## config.mk

```make
export PLATFORM = sky130hd
export DESIGN_NAME = axi_read_slave_ctrl
export DESIGN_NICKNAME = d
export VERILOG_FILES = /design/src/rtl/axi_interface_pkg.sv /design/src/rtl/axi_read_slave_ctrl_pkg.sv /design/src/rtl/axi_read_slave_ctrl_fifo.sv /design/src/rtl/axi_read_slave_ctrl.sv
export SDC_FILE = /design/constraint.sdc
export NUM_CORES = 1
export LEC_CHECK = 0
export BUFFER_PORTS_ARGS = -buffer_cell sky130_fd_sc_hd__buf_2
export CAP_MARGIN = 20
export CORE_ASPECT_RATIO = 0.7
export CORE_UTILIZATION = 50
export CTS_CLUSTER_SIZE = 24
export DETAILED_ROUTE_END_ITERATION = 7
export GPL_ROUTABILITY_DRIVEN = 0
export PLACE_DENSITY = 0.73
export SETUP_SLACK_MARGIN = 0.2
export SLEW_MARGIN = 20
export SYNTH_ARGS = -nofsm -noshare
export SYNTH_HDL_FRONTEND = slang
export SYNTH_SLANG_ARGS = --single-unit
```

## constraint.sdc

```tcl
create_clock -name clk_i -period 5.5 [get_ports clk_i]
set_input_delay 0.55 -clock clk_i [delete_from_list [all_inputs] [get_ports clk_i]]
set_output_delay 0.55 -clock clk_i [all_outputs]
set_load 0.05 [all_outputs]
```

## src/rtl/axi_interface_pkg.sv

```systemverilog
// Shared AXI definitions: bus widths and the response code enumeration.
package axi_interface_pkg;

    localparam int unsigned AXI_ADDR_SIZE = 32;
    localparam int unsigned AXI_DATA_SIZE = 4;

    typedef enum logic [1:0] {
        OKAY   = 2'b00,
        EXOKAY = 2'b01,
        SLVERR = 2'b10,
        DECERR = 2'b11
    } axi_response_t;

endpackage

```

## src/rtl/axi_read_slave_ctrl_pkg.sv

```systemverilog
// Types for the AXI read slave: response FIFO entry and controller FSM states.
package axi_read_slave_ctrl_pkg;

    import axi_interface_pkg::*;

    localparam int unsigned RDATA_W = AXI_DATA_SIZE * 8;

    typedef struct packed {
        logic [RDATA_W-1:0] data;
        axi_response_t      resp;
    } axi_read_resp_t;

    localparam int unsigned RESP_W = $bits(axi_read_resp_t);

    typedef enum logic {
        IDLE  = 1'b0,
        DRAIN = 1'b1
    } axi_read_state_t;

endpackage

```

## src/rtl/axi_read_slave_ctrl_fifo.sv

```systemverilog
// Synchronous response FIFO; head is presented combinationally and reads zero when empty.
module sync_fifo_resp #(
    parameter int unsigned DEPTH = 4,
    parameter int unsigned WIDTH = 8
) (
    input  logic                   clk_i,
    input  logic                   rst_n_i,
    input  logic                   push_i,
    input  logic [WIDTH-1:0]       data_i,
    input  logic                   pop_i,
    output logic [WIDTH-1:0]       data_o,
    output logic                   full_o,
    output logic                   empty_o,
    output logic [$clog2(DEPTH):0] count_o
);

    localparam int unsigned PTR_W = $clog2(DEPTH);
    localparam int unsigned CNT_W = PTR_W + 1;

    logic [WIDTH-1:0] mem_q [DEPTH];
    logic [PTR_W-1:0] wr_ptr_q;
    logic [PTR_W-1:0] rd_ptr_q;
    logic [CNT_W-1:0] count_q;
    logic             do_push;
    logic             do_pop;

    assign full_o  = (count_q == CNT_W'(DEPTH));
    assign empty_o = (count_q == '0);
    assign count_o = count_q;
    assign do_push = push_i && !full_o;
    assign do_pop  = pop_i && !empty_o;
    assign data_o  = empty_o ? '0 : mem_q[rd_ptr_q];

    always_ff @(posedge clk_i) begin
        if (do_push) begin
            mem_q[wr_ptr_q] <= data_i;
        end
    end

    // Pointers wrap naturally because DEPTH is a power of two.
    always_ff @(posedge clk_i or negedge rst_n_i) begin
        if (!rst_n_i) begin
            wr_ptr_q <= '0;
            rd_ptr_q <= '0;
            count_q  <= '0;
        end else begin
            if (do_push) wr_ptr_q <= wr_ptr_q + PTR_W'(1);
            if (do_pop)  rd_ptr_q <= rd_ptr_q + PTR_W'(1);
            count_q <= count_q + CNT_W'(do_push) - CNT_W'(do_pop);
        end
    end

endmodule

```

## src/rtl/axi_read_slave_ctrl.sv

```systemverilog
// AXI read slave endpoint with OUTSTANDING in-flight reads and an in-order response FIFO.
// Optional address decode with DECERR responses is enabled by AXI_READ_DECODE_EN.
module axi_read_slave_ctrl
    import axi_interface_pkg::*;
    import axi_read_slave_ctrl_pkg::*;
#(
    parameter int unsigned              OUTSTANDING = 4,
    parameter logic [AXI_ADDR_SIZE-1:0] BASE_ADDR   = '0,
    parameter logic [AXI_ADDR_SIZE-1:0] ADDR_RANGE  = AXI_ADDR_SIZE'('h1000)
) (
    input  logic                       clk_i,
    input  logic                       rst_n_i,
    input  logic [AXI_ADDR_SIZE-1:0]   ARADDR,
    input  logic                       ARVALID,
    output logic                       ARREADY,
    output logic [AXI_DATA_SIZE*8-1:0] RDATA,
    output axi_response_t              RRESP,
    output logic                       RVALID,
    input  logic                       RREADY,
    output logic [AXI_ADDR_SIZE-1:0]   read_address_o,
    output logic                       read_request_o,
    input  logic [AXI_DATA_SIZE*8-1:0] read_data_i,
    input  logic                       read_error_i,
    input  logic                       read_done_i
);

    localparam int unsigned CNT_W = $clog2(OUTSTANDING) + 1;

`ifdef AXI_READ_DECODE_EN
    localparam bit DECODE_EN = 1'b1;
`else
    localparam bit DECODE_EN = 1'b0;
`endif

    axi_read_state_t          state_q, state_d;
    logic                     active_q;
    logic [CNT_W-1:0]         inflight_q, inflight_d;
    logic [CNT_W-1:0]         fifo_count;
    logic [CNT_W-1:0]         credit_c;
    logic [AXI_ADDR_SIZE-1:0] req_addr_q;
    logic                     req_q;
    logic                     addr_ok_c, credit_ok_c, done_ok_c;
    logic                     fwd_acc_c, dec_acc_c, ar_ready_c;
    logic                     push_c, pop_c, fifo_full, fifo_empty;
    axi_read_resp_t           push_entry_c, head;

    assign addr_ok_c   = !DECODE_EN ||
                         ((ARADDR >= BASE_ADDR) && ((ARADDR - BASE_ADDR) < ADDR_RANGE));
    assign credit_c    = CNT_W'(OUTSTANDING) - inflight_q - fifo_count;
    assign credit_ok_c = active_q && (credit_c != '0);
    assign done_ok_c   = read_done_i && (inflight_q != '0);

    // Accept control; an out-of-window address waits in DRAIN until older reads retire.
    always_comb begin
        state_d    = state_q;
        ar_ready_c = 1'b0;
        fwd_acc_c  = 1'b0;
        dec_acc_c  = 1'b0;
        inflight_d = inflight_q;
        unique case (state_q)
            IDLE: begin
                if (!addr_ok_c && (inflight_q != '0)) begin
                    if (ARVALID) state_d = DRAIN;
                end else begin
                    ar_ready_c = credit_ok_c;
                    fwd_acc_c  = ARVALID && credit_ok_c && addr_ok_c;
                    dec_acc_c  = ARVALID && credit_ok_c && !addr_ok_c;
                end
            end
            DRAIN: begin
                ar_ready_c = credit_ok_c && (inflight_q == '0);
                dec_acc_c  = ARVALID && ar_ready_c;
                if (dec_acc_c) state_d = IDLE;
            end
            default: state_d = IDLE;
        endcase
        inflight_d = inflight_q + CNT_W'(fwd_acc_c) - CNT_W'(done_ok_c);
    end

    always_comb begin
        push_entry_c = '0;
        push_c       = done_ok_c || dec_acc_c;
        if (dec_acc_c) begin
            push_entry_c.resp = DECERR;
        end else begin
            push_entry_c.data = read_data_i;
            push_entry_c.resp = read_error_i ? SLVERR : OKAY;
        end
    end

    always_ff @(posedge clk_i or negedge rst_n_i) begin
        if (!rst_n_i) begin
            state_q    <= IDLE;
            active_q   <= 1'b0;
            inflight_q <= '0;
            req_addr_q <= '0;
            req_q      <= 1'b0;
        end else begin
            state_q    <= state_d;
            active_q   <= 1'b1;
            inflight_q <= inflight_d;
            req_q      <= fwd_acc_c;
            if (fwd_acc_c) req_addr_q <= ARADDR;
        end
    end

    sync_fifo_resp #(
        .DEPTH (OUTSTANDING),
        .WIDTH (RESP_W)
    ) u_resp_fifo (
        .clk_i   (clk_i),
        .rst_n_i (rst_n_i),
        .push_i  (push_c),
        .data_i  (push_entry_c),
        .pop_i   (pop_c),
        .data_o  (head),
        .full_o  (fifo_full),
        .empty_o (fifo_empty),
        .count_o (fifo_count)
    );

    assign pop_c          = RVALID && RREADY;
    assign ARREADY        = ar_ready_c;
    assign RVALID         = !fifo_empty;
    assign RDATA          = head.data;
    assign RRESP          = head.resp;
    assign read_address_o = req_addr_q;
    assign read_request_o = req_q;

    a_done_with_inflight : assert property (@(posedge clk_i) disable iff (!rst_n_i)
        !(read_done_i && (inflight_q == '0)))
        else $error("read_done_i asserted with no read in flight");

    a_fifo_no_overflow : assert property (@(posedge clk_i) disable iff (!rst_n_i)
        !(push_c && fifo_full))
        else $error("response FIFO push while full");

endmodule

```

==> impl_results.md <==
* HP Class: in -> async
* Mux cell area share after synthesis at roughly 16%
* Top-level port count at between 100 and 150
* TritonCTS Sinks at ~180
* Setup TNS at 0 ns
* Final Util at between 60% and 70%
* MaxCap Viol Count at 0
* Synth Area in Compound Gates at less than 1%
* Status: complete, no violations
* Largest net degree at the start of global routing at 46
* Clock slew at reported path FFs at 0.06 ns
* Highest-delay cell along the critical path: dfrtp_1
* Row count at 36
* Unique cell type count in the Yosys netlist at 30
* Final setup violation count at 0
* RSZ-0062 raised after global routing: false
* Reg2Reg Setup Slack at ~2.0 ns
* Mapped Avg Cell Area at about 19 um2
* PortBufs at 138
* Routed Antenna Nets at 0
* CTS buffer count at 17
* Root Buffer: clkbuf_16
* Core area at roughly 0.014 mm2
* Antenna violations before repair at 0
* Clock Skews at 0.0166 ns
* Crit path DAT at about 3.8 ns
* Number of synthesized register bits at 181
* Worst r2r src: inflight_q[1]$_DFF_PN0_
* Worst Setup End Kind: register
* Area grow syn2layout at 18.5%
* CTS hold repair buffers at 0
* N_diodes at 0
* Share of layout cells above drive strength 1 at 42.9%
* Crit path time final at between 3 and 4 ns
* Crit. Startpoint: inflight_q[1]$_DFF_PN0_
* Reg2Reg Depth at 15
* Initial core utilization at between 50 and 60%
* Critical Path RT at about 5.8 ns
* Synth Area in XOR/XNOR at under 10%
* Startpoint Class: register
* YS warnings at 0
* Via count at approximately 3,800
* Final hold slack at 0.126 ns
* Die W at 147 um
* PostCTS Resize Cnt at 0
* Simple logic cell fraction of the synthesized area at roughly 7.3%
* Die ar. at around 0.015 mm2
* Clock buffer depth at 2
* Syn_nets at between 400 and 500
* CP Buf/Inv Count at 5
* Dpl hpwl at a little over 8000 um
* Gr usage total at 18.8%
* DRC violations left at 0
* Routed length per instance at between 15 and 20 um
* Biggest cell delay along the critical path at 0.44 ns
* Slew @ Worst Pin at roughly 0.96 ns
* Worst-Skew Late Latency at ~0.42 ns
* Crit Reg-Reg Endpoint: inflight_q[2]$_DFF_PN0_
* Drt initial violations at about 200
* First drt pass iteration count at 6
* H-tree depth at 4
* Routed WL at between 10,000 and 15,000 um
* Post-place setup slack at between 2 and 2.5 ns
* CTS tree: done
* Chip height at 104 um
* Grt total ovfl at 0
* Post-synthesis cell count at just under 400
* Number of global-route vias before repair at a little under 4,000
* Highest fanout seen on the critical path at 34
* Max Transition Viols Final at 0
* Final worst-path cycle share at a little over three fifths
* Final WS setup at 2.03 ns
* Largest family of logic cells by synthesized area: multiplexers
* Nets at 618
* CP Cell Sequence: ha_1 -> inv_1 -> ha_1 -> xor2_1 -> xnor2_1 -> a211oi_4 -> buf_4 -> inv_1 -> ha_1 -> inv_1 -> ha_1 -> inv_1 -> fa_1 -> xnor2_1 -> xnor2_1
* First-pass GRT wire length at between 20,000 and 25,000 um
* Adder-cell area share of the yosys netlist at under 10%
* Fmax at around 0.29 GHz
* Via/cell ratio at slightly above 5
* Final Hold Fails at 0
* # Post-CTS Setup Buffers at 0
* Largest delay share family, worst path: adder cells
* Mapped Area at 0.00736 mm2
* Seq/Total Area, Yosys at ~71%
* Crit path kind: reg -> reg
* Max_slew headroom at about 36%
-- area by class of cell --
class,count,area [um2]
clock buffers,20,437
clock inverters,12,65.1
fillers,1046,5420
inverters,12,45.0
multi-input cells,182,2010
flip-flops and latches,181,5210
well taps,190,238
repair buffers,141,716
-- cells in the mapped netlist (all sizes together) --
master  count  area, um2
or3         3       18.8
fa          2       40.0
dfrtp      45       1130
buf         9       63.8
mux4       34        766
nand2       4       15.0
ha         11        138
o31a        1       10.0
clkbuf     10       37.5
o211ai      1       12.5
xnor2       6       52.6
or2         1       6.26
nand3b      1       7.51
inv        12       45.0
nor3b       1       7.51
nor2        2       7.51
conb        1       3.75
edfxtp    136       4080
nor2b      32        200
nand3       1       5.00
xor2        4       35.0
mux2       33        375
and2       41        263
or4         1       7.51
a211oi      2       32.5
-- state kept, by name, indices dropped and copies added (netlist names) --
register,flops
active_q,1
inflight_q,3
read_address_o,32
read_request_o,1
state_q,1
u_resp_fifo.count_o,3
u_resp_fifo.mem_q,136
u_resp_fifo.rd_ptr_q,2
u_resp_fifo.wr_ptr_q,2
-- stage by stage --
step / cell area (um2) / std cells
global route: 8720 / 738
floorplan: 7360 / 394
CTS: 8720 / 738
detailed placement: 8220 / 706
global placement: 8220 / 706
finish: 8720 / 738
-- how the worst max path moves through the flow --
| stage | end | slack, ns | cells after the start |
|---|---|---|---|
| 3_5_place_dp | inflight_q[2]$_DFF_PN0_ | 2.01 | 15 |
| 5_1_grt | inflight_q[2]$_DFF_PN0_ | 1.84 | 15 |
| 3_3_place_gp | inflight_q[2]$_DFF_PN0_ | 2.11 | 15 |
| 6_report | inflight_q[2]$_DFF_PN0_ | 2.03 | 15 |
| 4_1_cts | inflight_q[2]$_DFF_PN0_ | 1.99 | 15 |
| 2_1_floorplan | inflight_q[2]$_DFF_PN0_ | 2.34 | 15 |
-- layout by cell type (no fill, tap or decap), drive strengths merged, types with 8 or more instances in the layout --
cell	instances
and2	41
buf	141
clkbuf	20
clkinv	8
dfrtp	45
edfxtp	136
ha	11
inv	12
mux2	33
mux4	34
nor2b	32
-- routing by layer --
layer	track usage (%)	share of wire [%]
met2	30.2	50
met5	0	0
met1	24.8	45
met4	6.63	1.3
met3	4.93	3.7
-- cells by family after synthesis --
logic type                 after synthesis
DFF                                    181
other                                    1
buffers and inverters                   31
muxes                                   67
xor gates and xnor gates                10
and+or+nand+nor                         87
AOI/OAI and AO/OA                        4
adders and majority gates               13
Power is not shown: default switching activity piles up to over one toggle a cycle in this logic, so the estimate is an artifact.
